File: src/rtl/hall_call_dispatcher_pkg.sv
// Shared types and constants for the hall/car call dispatcher.
// Source indices: car calls, then hall-up calls, then hall-down calls.
package elevator_pkg;

    typedef enum logic [1:0] {
        IDLE,
        ISSUE,
        GAP,
        HOLD
    } dispatch_state_t;

    typedef enum logic [1:0] {
        SK_CAR = 2'd0,
        SK_UP  = 2'd1,
        SK_DN  = 2'd2
    } src_kind_t;

    localparam int NUM_FLOORS = 8;
    localparam int NUM_SRC    = 24;
    localparam int FLOOR_W    = 3;
    localparam int SRC_W      = 5;

    localparam int SRC_CAR = 0;
    localparam int SRC_UP  = 8;
    localparam int SRC_DN  = 16;

    // Up at the top floor and down at the ground floor cannot exist
    localparam logic [NUM_SRC-1:0] SRC_MASK =
        ~((NUM_SRC'(1) << (SRC_UP + NUM_FLOORS - 1)) |
          (NUM_SRC'(1) << SRC_DN));

    function automatic logic [FLOOR_W-1:0] src_floor(
        input logic [SRC_W-1:0] s
    );
        return FLOOR_W'(int'(s) % NUM_FLOORS);
    endfunction

    function automatic src_kind_t src_kind(
        input logic [SRC_W-1:0] s
    );
        return src_kind_t'(2'(int'(s) / NUM_FLOORS));
    endfunction

endpackage

File: src/rtl/hall_call_dispatcher_if.sv
// Request port from the dispatcher into the car controller.
// The dispatcher drives it (master); the car consumes it (slave).
interface hall_call_dispatcher_if;
    import elevator_pkg::*;

    logic               valid_out;
    logic [FLOOR_W-1:0] req_floor_out;
    logic               direction_out;

    modport master (
        output valid_out,
        output req_floor_out,
        output direction_out
    );

    modport slave (
        input valid_out,
        input req_floor_out,
        input direction_out
    );

endinterface

File: src/rtl/hall_call_dispatcher_rr_arbiter.sv
// Combinational round-robin picker: first set request after last grant.
// Search wraps from index N-1 back to 0.
module rr_arbiter #(
    parameter int N = 24,
    parameter int W = $clog2(N)
) (
    input  logic [N-1:0] i_req,
    input  logic [W-1:0] i_last_grant,
    output logic [W-1:0] o_grant,
    output logic         o_grant_valid
);

    logic [W-1:0] w_idx;

    // Descending scan so the smallest offset is the final winner
    always_comb begin
        w_idx         = '0;
        o_grant       = '0;
        o_grant_valid = 1'b0;
        for (int i = N; i >= 1; i--) begin
            w_idx = W'((int'(i_last_grant) + i) % N);
            if (i_req[w_idx]) begin
                o_grant       = w_idx;
                o_grant_valid = 1'b1;
            end
        end
    end

endmodule

File: src/rtl/hall_call_dispatcher.sv
// Latches button presses as pending calls and feeds them to the car
// one at a time with round-robin arbitration and rate limiting.
module hall_call_dispatcher
    import elevator_pkg::*;
#(
    parameter int ISSUE_GAP      = 4,
    parameter int REISSUE_CYCLES = 1000
) (
    input  logic                  clk,
    input  logic                  reset,
    input  logic [NUM_FLOORS-1:0] car_btn,
    input  logic [NUM_FLOORS-1:0] hall_up_btn,
    input  logic [NUM_FLOORS-1:0] hall_dn_btn,
    input  logic [FLOOR_W-1:0]    current_floor,
    input  logic                  door_open,
    input  logic                  emergency,
    hall_call_dispatcher_if.master req,
    output logic [NUM_FLOORS-1:0] car_lamp,
    output logic [NUM_FLOORS-1:0] up_lamp,
    output logic [NUM_FLOORS-1:0] dn_lamp,
    output logic                  busy
);

    localparam int GAP_W = (ISSUE_GAP > 1) ? $clog2(ISSUE_GAP) : 1;
    localparam int TMR_W = $clog2(REISSUE_CYCLES);

    dispatch_state_t r_state;
    dispatch_state_t w_state_nxt;

    logic [NUM_SRC-1:0]    w_btn;
    logic [NUM_SRC-1:0]    r_btn_q;
    logic [NUM_SRC-1:0]    w_set;
    logic [NUM_SRC-1:0]    w_clr;
    logic [NUM_SRC-1:0]    w_elig;
    logic [NUM_SRC-1:0]    w_grant_oh;
    logic [NUM_SRC-1:0]    r_pending;
    logic [NUM_SRC-1:0]    w_pending_nxt;
    logic [NUM_SRC-1:0]    r_issued;
    logic [NUM_SRC-1:0]    w_issued_nxt;
    logic [NUM_FLOORS-1:0] w_floor_oh;
    logic [SRC_W-1:0]      w_grant;
    logic [SRC_W-1:0]      r_last_grant;
    logic                  w_grant_valid;
    logic [GAP_W-1:0]      r_gap_cnt;
    logic [TMR_W-1:0]      r_tmr;
    logic                  r_door_q;
    logic                  w_door_rise;
    logic                  w_tmr_fire;
    logic                  w_issue;
    logic                  w_hold_exit;
    logic                  w_clear_all;
    logic                  w_dir;
    logic                  r_valid;
    logic                  r_dir;
    logic                  r_busy;
    logic [FLOOR_W-1:0]    r_req_floor;

    always_comb begin
        w_btn = '0;
        w_btn[SRC_CAR +: NUM_FLOORS] = car_btn;
        w_btn[SRC_UP  +: NUM_FLOORS] = hall_up_btn;
        w_btn[SRC_DN  +: NUM_FLOORS] = hall_dn_btn;
    end

    assign w_set      = w_btn & ~r_btn_q & SRC_MASK;
    assign w_floor_oh = {{(NUM_FLOORS-1){1'b0}}, 1'b1} << current_floor;
    assign w_clr      = door_open ? {3{w_floor_oh}} : '0;
    assign w_elig     = r_pending & ~r_issued;

    rr_arbiter #(
        .N (NUM_SRC),
        .W (SRC_W)
    ) u_arb (
        .i_req         (w_elig),
        .i_last_grant  (r_last_grant),
        .o_grant       (w_grant),
        .o_grant_valid (w_grant_valid)
    );

    always_ff @(posedge clk or negedge reset) begin
        if (!reset) r_state <= IDLE;
        else        r_state <= w_state_nxt;
    end

    always_comb begin
        w_state_nxt = r_state;
        unique case (r_state)
            IDLE: begin
                if (emergency)          w_state_nxt = HOLD;
                else if (w_grant_valid) w_state_nxt = ISSUE;
            end
            ISSUE: w_state_nxt = GAP;
            GAP: begin
                if (emergency)
                    w_state_nxt = HOLD;
                else if (r_gap_cnt == GAP_W'(ISSUE_GAP - 1))
                    w_state_nxt = IDLE;
            end
            HOLD: begin
                if (!emergency) w_state_nxt = IDLE;
            end
            default: w_state_nxt = IDLE;
        endcase
    end

    always_comb begin
        w_issue     = (r_state == IDLE) && (w_state_nxt == ISSUE);
        w_hold_exit = (r_state == HOLD) && !emergency;
        w_door_rise = door_open && !r_door_q;
        w_tmr_fire  = r_busy && !w_door_rise &&
                      (r_tmr == TMR_W'(REISSUE_CYCLES - 1));
        w_clear_all = w_hold_exit || w_tmr_fire;
        w_grant_oh  = w_issue ? (NUM_SRC'(1) << w_grant) : '0;
    end

    always_comb begin
        w_dir = 1'b0;
        unique case (1'b1)
            (src_kind(w_grant) == SK_CAR):
                w_dir = (src_floor(w_grant) > current_floor);
            (src_kind(w_grant) == SK_UP):
                w_dir = 1'b1;
            default:
                w_dir = 1'b0;
        endcase
    end

    // Service clear overrides both a same-cycle press and a same-cycle grant
    assign w_pending_nxt = (r_pending | w_set) & ~w_clr;
    assign w_issued_nxt  = ((w_clear_all ? '0 : r_issued) | w_grant_oh)
                           & ~w_clr & w_pending_nxt;

    // Button history resets high: a button held across reset is not an edge
    always_ff @(posedge clk or negedge reset) begin
        if (!reset) begin
            r_btn_q      <= '1;
            r_pending    <= '0;
            r_issued     <= '0;
            r_last_grant <= SRC_W'(NUM_SRC - 1);
            r_door_q     <= 1'b0;
            r_busy       <= 1'b0;
        end else begin
            r_btn_q   <= w_btn;
            r_pending <= w_pending_nxt;
            r_issued  <= w_issued_nxt;
            r_door_q  <= door_open;
            r_busy    <= |w_pending_nxt;
            if (w_issue) r_last_grant <= w_grant;
        end
    end

    always_ff @(posedge clk or negedge reset) begin
        if (!reset) begin
            r_gap_cnt <= '0;
            r_tmr     <= '0;
        end else begin
            if (r_state == GAP) r_gap_cnt <= r_gap_cnt + 1'b1;
            else                r_gap_cnt <= '0;
            if (!r_busy || w_door_rise || w_tmr_fire) r_tmr <= '0;
            else                                      r_tmr <= r_tmr + 1'b1;
        end
    end

    always_ff @(posedge clk or negedge reset) begin
        if (!reset) begin
            r_valid     <= 1'b0;
            r_req_floor <= '0;
            r_dir       <= 1'b0;
        end else begin
            r_valid <= w_issue;
            if (w_issue) begin
                r_req_floor <= src_floor(w_grant);
                r_dir       <= w_dir;
            end
        end
    end

    assign req.valid_out     = r_valid;
    assign req.req_floor_out = r_req_floor;
    assign req.direction_out = r_dir;

    assign car_lamp = r_pending[SRC_CAR +: NUM_FLOORS];
    assign up_lamp  = r_pending[SRC_UP  +: NUM_FLOORS];
    assign dn_lamp  = r_pending[SRC_DN  +: NUM_FLOORS];
    assign busy     = r_busy;

endmodule

File: src/flat_wrapper.sv
// flat-port wrapper written by rule: the top's interface ports become plain ports
module hall_call_dispatcher_flat import elevator_pkg::*;
#(
    parameter int ISSUE_GAP      = 4,
    parameter int REISSUE_CYCLES = 1000
)
  (clk, reset, car_btn, hall_up_btn, hall_dn_btn, current_floor, door_open, emergency, car_lamp, up_lamp, dn_lamp, busy, req_valid_out, req_req_floor_out, req_direction_out);
  hall_call_dispatcher_if req_i ();
  input  logic clk;
  input  logic reset;
  input  logic [NUM_FLOORS-1:0] car_btn;
  input  logic [NUM_FLOORS-1:0] hall_up_btn;
  input  logic [NUM_FLOORS-1:0] hall_dn_btn;
  input  logic [FLOOR_W-1:0] current_floor;
  input  logic door_open;
  input  logic emergency;
  output logic [NUM_FLOORS-1:0] car_lamp;
  output logic [NUM_FLOORS-1:0] up_lamp;
  output logic [NUM_FLOORS-1:0] dn_lamp;
  output logic busy;
  output wire logic [$bits(req_i.valid_out)-1:0] req_valid_out;
  output wire logic [$bits(req_i.req_floor_out)-1:0] req_req_floor_out;
  output wire logic [$bits(req_i.direction_out)-1:0] req_direction_out;
  assign req_valid_out = req_i.valid_out;
  assign req_req_floor_out = req_i.req_floor_out;
  assign req_direction_out = req_i.direction_out;
  hall_call_dispatcher #(.ISSUE_GAP(ISSUE_GAP), .REISSUE_CYCLES(REISSUE_CYCLES)) u_core (.clk(clk), .reset(reset), .car_btn(car_btn), .hall_up_btn(hall_up_btn), .hall_dn_btn(hall_dn_btn), .current_floor(current_floor), .door_open(door_open), .emergency(emergency), .req(req_i), .car_lamp(car_lamp), .up_lamp(up_lamp), .dn_lamp(dn_lamp), .busy(busy));
endmodule
File: config.mk
export PLATFORM = sky130hd
export DESIGN_NAME = hall_call_dispatcher_flat
export DESIGN_NICKNAME = d
export VERILOG_FILES = /design/src/rtl/hall_call_dispatcher_pkg.sv /design/src/rtl/hall_call_dispatcher_if.sv /design/src/rtl/hall_call_dispatcher_rr_arbiter.sv /design/src/rtl/hall_call_dispatcher.sv /design/src/flat_wrapper.sv
export SDC_FILE = /design/constraint.sdc
export NUM_CORES = 1
export LEC_CHECK = 0
export CORE_MARGIN = 2
export CORE_UTILIZATION = 40
export DETAILED_ROUTE_END_ITERATION = 16
export SLEW_MARGIN = 25
export SYNTH_ARGS = -nofsm -noshare
export SYNTH_HDL_FRONTEND = slang
export SYNTH_SLANG_ARGS = --single-unit
File: constraint.sdc
create_clock -name clk -period 6.4 [get_ports clk]
set_input_delay 1.28 -clock clk [delete_from_list [all_inputs] [get_ports clk]]
set_output_delay 1.28 -clock clk [all_outputs]
set_load 0.05 [all_outputs]
* Word level (Yosys, flattened, before mapping)
Index checks and enable logic that the tools add are counted.
Operators by class: add/sub/neg operators 26, divide/modulo/power cells 24, $lt $le $gt $ge 25, equal/unequal tests 7, shift-type cells 2, muxes and demuxes 108, bitwise gates (word level) 10, reduce and logical (&&, ||, !) cells 15
Operator list (number):
- remainder unit 32 x 6 -> 32 bit (second input constant) | 24
- less-than comparator 5 x 6 -> 1 bit (second input constant) | 24
- AND 24 bit | 5
- binary-select mux 1 bit (select 5 bit) | 24
- two-way mux 5 bit | 24
- two-way mux 24 bit | 3
- NOT 24 bit | 3
- adder 5 x 5 -> 6 bit (second input constant) | 9
- adder 5 x 4 -> 6 bit (second input constant) | 8
- two-way mux 1 bit | 48
- OR 24 bit | 2
- adder 5 x 3 -> 6 bit (second input constant) | 4
- OR reduction 24 bit | 1
- << shifter 1 x 5 -> 24 bit (first input constant) | 1
- adder 5 x 2 -> 6 bit (second input constant) | 2
- two-way mux 2 bit | 6
- adder 10 x 1 -> 10 bit (second input constant) | 1
- == test 10 bit (second input constant) | 1
- two-way mux 10 bit | 1
- one-hot mux 2 bit (4 select lines) | 1
- << shifter 1 x 3 -> 8 bit (first input constant) | 1
- adder 5 x 1 -> 6 bit (second input constant) | 1
- == test 2 x 1 -> 1 bit (second input constant) | 3
- == test 2 bit (second input constant) | 3
- 7 further kinds | 17
Storage, ports and cells: flip-flop bits (word level) 98, logic and storage cells 229

* Longest topological paths before layout
depth after elaboration 37, gate-level depth with buffers 30, depth with buffers taken out 25

* By module
Synthesis repeated with hierarchy kept, for this count alone.
Second synthesis, totals: cell total of the unflattened synthesis 1364, area total of the unflattened synthesis 11078.1 µm²
Modules (own cells, without submodules):
- rr_arbiter | times used 1, cells an instance 1006, area each 7140.6 µm²
- hall_call_dispatcher | times used 1, cells an instance 358, area each 3937.5 µm²

* Worst setup path after synthesis
No wires, ideal clock.
path kind register to register, start register u_core.r_last_grant[3], end register u_core.r_dir (netlist: u_core.req.direction_out), library setup time 0.126 ns, arrival time 5.518 ns, path slack 0.756 ns, stages on the path, launching flop included 29, buffers on the path 5, period minus slack after synthesis 5.644 ns, cells stage by stage dfrtp_1 > buf_4 > clkinv_1 > buf_1 > ha_1 > clkbuf_1 > nand2b_1 > a21oi_1 > nor2_1 > ha_1 > nand2b_1 > buf_1 > o41a_1 > and3_1 > or3_1 > nand3_1 > o21ai_0 > a2111o_1 > o2111ai_1 > nand2_2 > inv_1 > buf_4 > ha_1 > inv_1 > a21o_1 > a21oi_1 > a31oi_1 > a21oi_1 > o31ai_1
On the way: word-level cells in the longest chain between the ends 33, elaborated cells on any way between the ends 153
Ends and longest elaborated chain:
- from (decl) | line hall_call_dispatcher.sv:42 | logic [SRC_W-1:0] r_last_grant;
- from (signal assigned) | line hall_call_dispatcher.sv:139 | r_last_grant <= SRC_W'(NUM_SRC - 1);
- from (signal assigned) | line hall_call_dispatcher.sv:148 | if (w_issue) r_last_grant <= w_grant;
- adder 5 x 5 -> 6 bit | line hall_call_dispatcher_rr_arbiter.sv:21 | w_idx = W'((int'(i_last_grant) + i) % N);
- remainder unit 32 x 6 -> 32 bit | line hall_call_dispatcher_rr_arbiter.sv:21
- binary-select mux 1 bit (select 5 bit) | line hall_call_dispatcher_rr_arbiter.sv:22 | if (i_req[w_idx]) begin
- two-way mux 1 bit (implied by the code) | line hall_call_dispatcher_rr_arbiter.sv:22
- two-way mux 1 bit (24 in a row) | line hall_call_dispatcher_rr_arbiter.sv:22
- two-way mux 2 bit | line hall_call_dispatcher.sv:90 | else if (w_grant_valid) w_state_nxt = ISSUE;
- two-way mux 2 bit | line hall_call_dispatcher.sv:89 | if (emergency) w_state_nxt = HOLD;
- one-hot mux 2 bit (4 select lines) | line hall_call_dispatcher.sv:87 | unique case (r_state)
- == test 2 x 1 -> 1 bit | line hall_call_dispatcher.sv:107 | w_issue = (r_state == IDLE) && (w_state_nxt == ISSUE);
- logical AND 1 bit | line hall_call_dispatcher.sv:107
- to (signal assigned) | line hall_call_dispatcher.sv:173 | r_dir <= w_dir;
- to (decl) | line hall_call_dispatcher.sv:54 | logic r_dir;
Parallel ways exist; a longest one is shown, timed or not. The select of a mux whose other input is x is not followed. A chain may end at the register's enable or synchronous reset.

* Final worst setup path
start register u_core.r_last_grant[0], end register u_core.r_dir (netlist: u_core.req.direction_out)
On the way: elaborated cells on any way between the ends 153
RTL lines:
- adder 5 x 5 -> 6 bit | line hall_call_dispatcher_rr_arbiter.sv:21
- remainder unit 32 x 6 -> 32 bit | line hall_call_dispatcher_rr_arbiter.sv:21
- binary-select mux 1 bit (select 5 bit) | line hall_call_dispatcher_rr_arbiter.sv:22
- two-way mux 1 bit (implied by the code) | line hall_call_dispatcher_rr_arbiter.sv:22
- two-way mux 5 bit (23 in a row) | line hall_call_dispatcher_rr_arbiter.sv:22
- two-way mux 5 bit * | line hall_call_dispatcher_rr_arbiter.sv:22
- via u_core.u_arb.o_grant[1] | line hall_call_dispatcher_rr_arbiter.sv:9 | output logic [W-1:0] o_grant,
- greater-than comparator 3 bit * | line hall_call_dispatcher.sv:120 | w_dir = (src_floor(w_grant) > current_floor);
- one-hot mux 1 bit (2 select lines) * | line hall_call_dispatcher.sv:118 | unique case (1'b1)
The timed path passes the listed nets; every way through them passes the cells marked *. The select of a mux whose other input is x is not followed.

==> impl_metrics.sql <==
INSERT INTO impl_metrics (metric_group, metric, value, unit) VALUES
('synthesis', 'post_synth_instance_area', '11640', 'um2'),
('clock_network', 'clkLatencyLatePin', '0.34', 'ns'),
('routing', 'violation_count_after_the_first_detailed_routing_iteration', '1111', ''),
('synthesis', 'synthSimpleGateAreaFrac', '0.2559', ''),
('clock_network', 'clock_path_buffers', '2', ''),
('synthesis', 'post_synth_inst_count', '1407', ''),
('critical_path', 'cp-start-kind', 'flip-flop', ''),
('global_route', 'globalRoute.totalOverflow', '0', ''),
('floorplanning', 'core_area', '28700', 'um2'),
('floorplanning', 'io-pin-count', '61', ''),
('timing', 'setup_viol', '0', ''),
('synthesis', 'synthTopCellsByArea', 'sky130_fd_sc_hd__dfrtp_1 15%, sky130_fd_sc_hd__mux4_2 6.0%, sky130_fd_sc_hd__dfstp_2 5.9%, sky130_fd_sc_hd__ha_1 5.5%, sky130_fd_sc_hd__nand2_1 3.4%', ''),
('floorplanning', 'die_h', '174.6', 'um'),
('synthesis', 'post-synth-top-area-fraction', '0.1505', ''),
('clock_network', 'clock-sinks', '96', ''),
('timing', 'rsz0062_at_grt', 'false', ''),
('synthesis', 'synth_warnings', '0', ''),
('timing', 'worst-slew-pin-transition', '0.8692', 'ns'),
('global_route', 'grt_first_pass_wirelength', '67000', 'um'),
('critical_path', 'most_repeated_library_cell_on_the_critical_path', 'sky130_fd_sc_hd__ha_1', ''),
('floorplanning', 'floorplan.die.width', '174.6', 'um'),
('hold_path', 'holdCritStartpoint', 'u_core.r_gap_cnt[0]$_DFF_PN0_', ''),
('critical_path', 'slowest_stage', 'sky130_fd_sc_hd__dfstp_2', ''),
('place', 'dpl.hpwl', '34370', 'um'),
('synthesis', 'synth.ff_latch_count', '96', ''),
('place', 'finalWeightedCongestion', '0.9972', ''),
('routing', 'wirelength_routed', '42780', 'um'),
('flow_run', 'drv_cap', '0', ''),
('critical_path', 'r2r-end', 'u_core.req.direction_out$_DFFE_PN0P_', ''),
('synthesis', 'synth_top_family_by_area', 'compound AO/OA/AOI/OAI gates', ''),
('synthesis', 'synth_edf_count', '0', ''),
('timing', 'max_clock_freq', '167.9', 'MHz'),
('place', 'portBuffers', '58', ''),
('synthesis', 'synth.mux.area_fraction', '0.09275', ''),
('routing', 'first_pass_iters', '5', ''),
('critical_path', 'worstSetupPathType', 'flip-flop to flip-flop', ''),
('timing', 'max-slew-margin-rel', '0.4161', ''),
('clock_network', 'root_buffer_cell', 'sky130_fd_sc_hd__clkbuf_16', ''),
('critical_path', 'worst-path-buf-inv', '3', ''),
('critical_path', 'critical_path.reg2reg.startpoint', 'u_core.r_last_grant[0]$_DFFE_PN1P_', ''),
('synthesis', 'synth-async-reset-ratio', '1.000', ''),
('floorplanning', 'num_rows', '62', ''),
('status', 'outcome', 'finished clean', ''),
('synthesis', 'ys_dominant_reg_cell', 'sky130_fd_sc_hd__dfrtp_1', ''),
('timing', 'slew_violations', '0', ''),
('routing', 'routedWlPerCell', '22.82', 'um'),
('final_layout', 'layout-drive-gt1-share', '0.1643', ''),
('global_route', 'gr-usage-all-layers', '0.2802', ''),
('clock_network', 'cts_buffers', '9', ''),
('routing', 'route.vias.total', '11920', ''),
('synthesis', 'synth.net_count', '1489', ''),
('synthesis', 'yosys.area_share.xor_xnor', '0.03256', ''),
('clock_network', 'htree_num_levels', '3', ''),
('timing', 'finalCriticalPeriod', '5.955', 'ns'),
('floorplanning', 'initial_core_util', '0.4056', ''),
('synthesis', 'synthDominantAreaCellType', 'sky130_fd_sc_hd__dfrtp_1', ''),
('global_route', 'grt_start_max_net_pins', '69', ''),
('critical_path', 'crit_arrival', '6.18', 'ns'),
('critical_path', 'timing.critical_path.slowest_cell_delay', '0.78', 'ns'),
('timing', 'finalClockSkew', '0.006889', 'ns'),
('final_layout', 'ant_diodes', '0', ''),
('global_route', 'grt_pass1_vias', '11320', ''),
('routing', 'vias_per_cell', '6.356', ''),
('final_layout', 'num-nets-final', '1568', ''),
('critical_path', 'worstRegToRegCells', '23', ''),
('floorplanning', 'die_area', '30490', 'um2'),
('synthesis', 'synth_sequential_area_ratio', '0.2091', ''),
('critical_path', 'end_kind', 'flip-flop', ''),
('critical_path', 'critical_path.cell_chain', 'ha_1 -> buf_4 -> a21oi_2 -> xnor2_1 -> inv_1 -> ha_1 -> nor2b_1 -> a211oi_1 -> or4_1 -> and2_1 -> a211oi_2 -> nor4_1 -> a2111oi_2 -> a2111oi_2 -> nor3_2 -> a21o_1 -> inv_2 -> ha_1 -> a21o_1 -> a21oi_1 -> a31oi_1 -> a21oi_1 -> o31ai_1', ''),
('final_layout', 'fillerInstances', '2866', ''),
('hold_path', 'hold_depth', '1', '');
## cells in the final DEF (no fill, tap or decap), drive strengths merged, types with 12 or more instances in the layout
cell,instances
xnor2,31
nand2b,45
nor2b,51
or3,12
mux2i,22
dfrtp,70
mux4,31
buf,87
mux2,14
nor4,14
nand2,108
a221oi,12
ha,51
a211o,12
nand3,57
clkdlybuf4s50,57
inv,70
a211oi,27
and3,27
a21o,20
o211ai,27
dfstp,26
o21a,25
nand3b,16
nand4,28
nor2,105
a2111oi,17
nor3,30
a31oi,17
o21ai,75
a21oi,66
## sequential cells by signal, summed over array words and instances, names as in the netlist, 2 cells and up
register and cells:
u_core.r_btn_q 22, u_core.r_pending 24, u_core.r_tmr 10, u_core.req.req_floor_out 3, u_core.r_state 2, u_core.r_issued 24, u_core.r_gap_cnt 2, u_core.r_last_grant 5
## through the flow
step | setup slack, ns | instance area [um2] | util | hold WS, ns | std cells
2_1_floorplan | 0.7564 | 11640 | - | 0.4099 | 1407
5_1_grt | 0.06167 | 13300 | 0.4633 | 0.4494 | 1875
3_3_place_gp | 0.4620 | 12920 | 0.4502 | 0.4195 | 1858
4_1_cts | 0.4814 | 13280 | 0.4625 | 0.4349 | 1874
3_5_place_dp | 0.4985 | 12930 | 0.4504 | 0.4264 | 1858
6_report | 0.4446 | 13300 | 0.4633 | 0.4322 | 1875
## cells in the mapped netlist (13+ instances only)
cell	instances
sky130_fd_sc_hd__nor3_1	28
sky130_fd_sc_hd__nor4_1	13
sky130_fd_sc_hd__a211oi_1	24
sky130_fd_sc_hd__dfrtp_1	70
sky130_fd_sc_hd__o211ai_1	26
sky130_fd_sc_hd__buf_2	30
sky130_fd_sc_hd__nand2_1	106
sky130_fd_sc_hd__nor2b_1	51
sky130_fd_sc_hd__o21ai_0	68
sky130_fd_sc_hd__o21a_1	25
sky130_fd_sc_hd__inv_1	61
sky130_fd_sc_hd__ha_1	51
sky130_fd_sc_hd__xnor2_1	30
sky130_fd_sc_hd__nand2b_1	45
sky130_fd_sc_hd__mux2i_1	21
sky130_fd_sc_hd__and3_1	27
sky130_fd_sc_hd__nand3_1	57
sky130_fd_sc_hd__dfstp_2	26
sky130_fd_sc_hd__a21o_1	20
sky130_fd_sc_hd__a21oi_1	61
sky130_fd_sc_hd__a31oi_1	15
sky130_fd_sc_hd__mux4_2	31
sky130_fd_sc_hd__nand3b_1	16
sky130_fd_sc_hd__nor2_1	104
sky130_fd_sc_hd__clkbuf_1	23
sky130_fd_sc_hd__nand4_1	28
## worst register-to-register path, delay by kind of cell (launching register included)
family                     cells  cell delay (ns)
AOI/OAI and AO/OA             11             2.22
and+or+nand+nor                5             1.49
buffers and inverters          3             0.27
DFF                            1             0.78
xor gates and xnor gates       1             0.20
adders and majority gates      3             0.90
## worst max-delay path by stage
| stage | depth (start not counted) | startpoint | endpoint |
|---|---|---|---|
| after floorplan | 28 | u_core.r_last_grant[3]$_DFFE_PN0P_ | u_core.req.direction_out$_DFFE_PN0P_ |
| after global placement | 23 | u_core.r_last_grant[0]$_DFFE_PN1P_ | u_core.req.direction_out$_DFFE_PN0P_ |
| after detailed placement | 23 | u_core.r_last_grant[0]$_DFFE_PN1P_ | u_core.req.direction_out$_DFFE_PN0P_ |
| after CTS | 24 | u_core.r_last_grant[3]$_DFFE_PN0P_ | u_core.req.direction_out$_DFFE_PN0P_ |
| after global routing | 23 | u_core.r_last_grant[1]$_DFFE_PN1P_ | u_core.req.direction_out$_DFFE_PN0P_ |
| final | 23 | u_core.r_last_grant[0]$_DFFE_PN1P_ | u_core.req.direction_out$_DFFE_PN0P_ |
## cells by family after synthesis
logic type      count (synthesis)
simple gates                  555
compound gates                450
buf+inv                       148
flops                          96
mux                            67
fa+ha+maj                      51
xor+xnor                       40
## final cells by class
type                       instances  area [um2]  area share
multi-input combinational       1163        8526      0.6411
sequential                        96        2436      0.1832
timing repair buffer             144        1236     0.09296
tap                              384       480.5     0.03613
inverter                          72       272.8     0.02051
clock buffer                      11       242.7     0.01825
clock inverter                     5       103.9    0.007810
## repair_timing
action,in CTS,in global routing
gates resized for setup,0,3
endpoints found under the setup margin,0,1
hold buffers,0,0
buffers inserted,0,1
## per-layer routing
layer / global-route usage / part of all wire / wire length, um / up-vias
met5: 0 / 0 / 0 / -
met4: 0.1118 / 0.045 / 1920 / 0
met3: 0.02546 / 0.055 / 2337 / 94
met1: 0.3705 / 0.43 / 18520 / 5811
li1: - / - / - / 5558
met2: 0.4739 / 0.47 / 20010 / 455
Power is left out: the tool's default activity adds up to more than one toggle a clock period on the data nets, which glitch-free logic cannot reach.
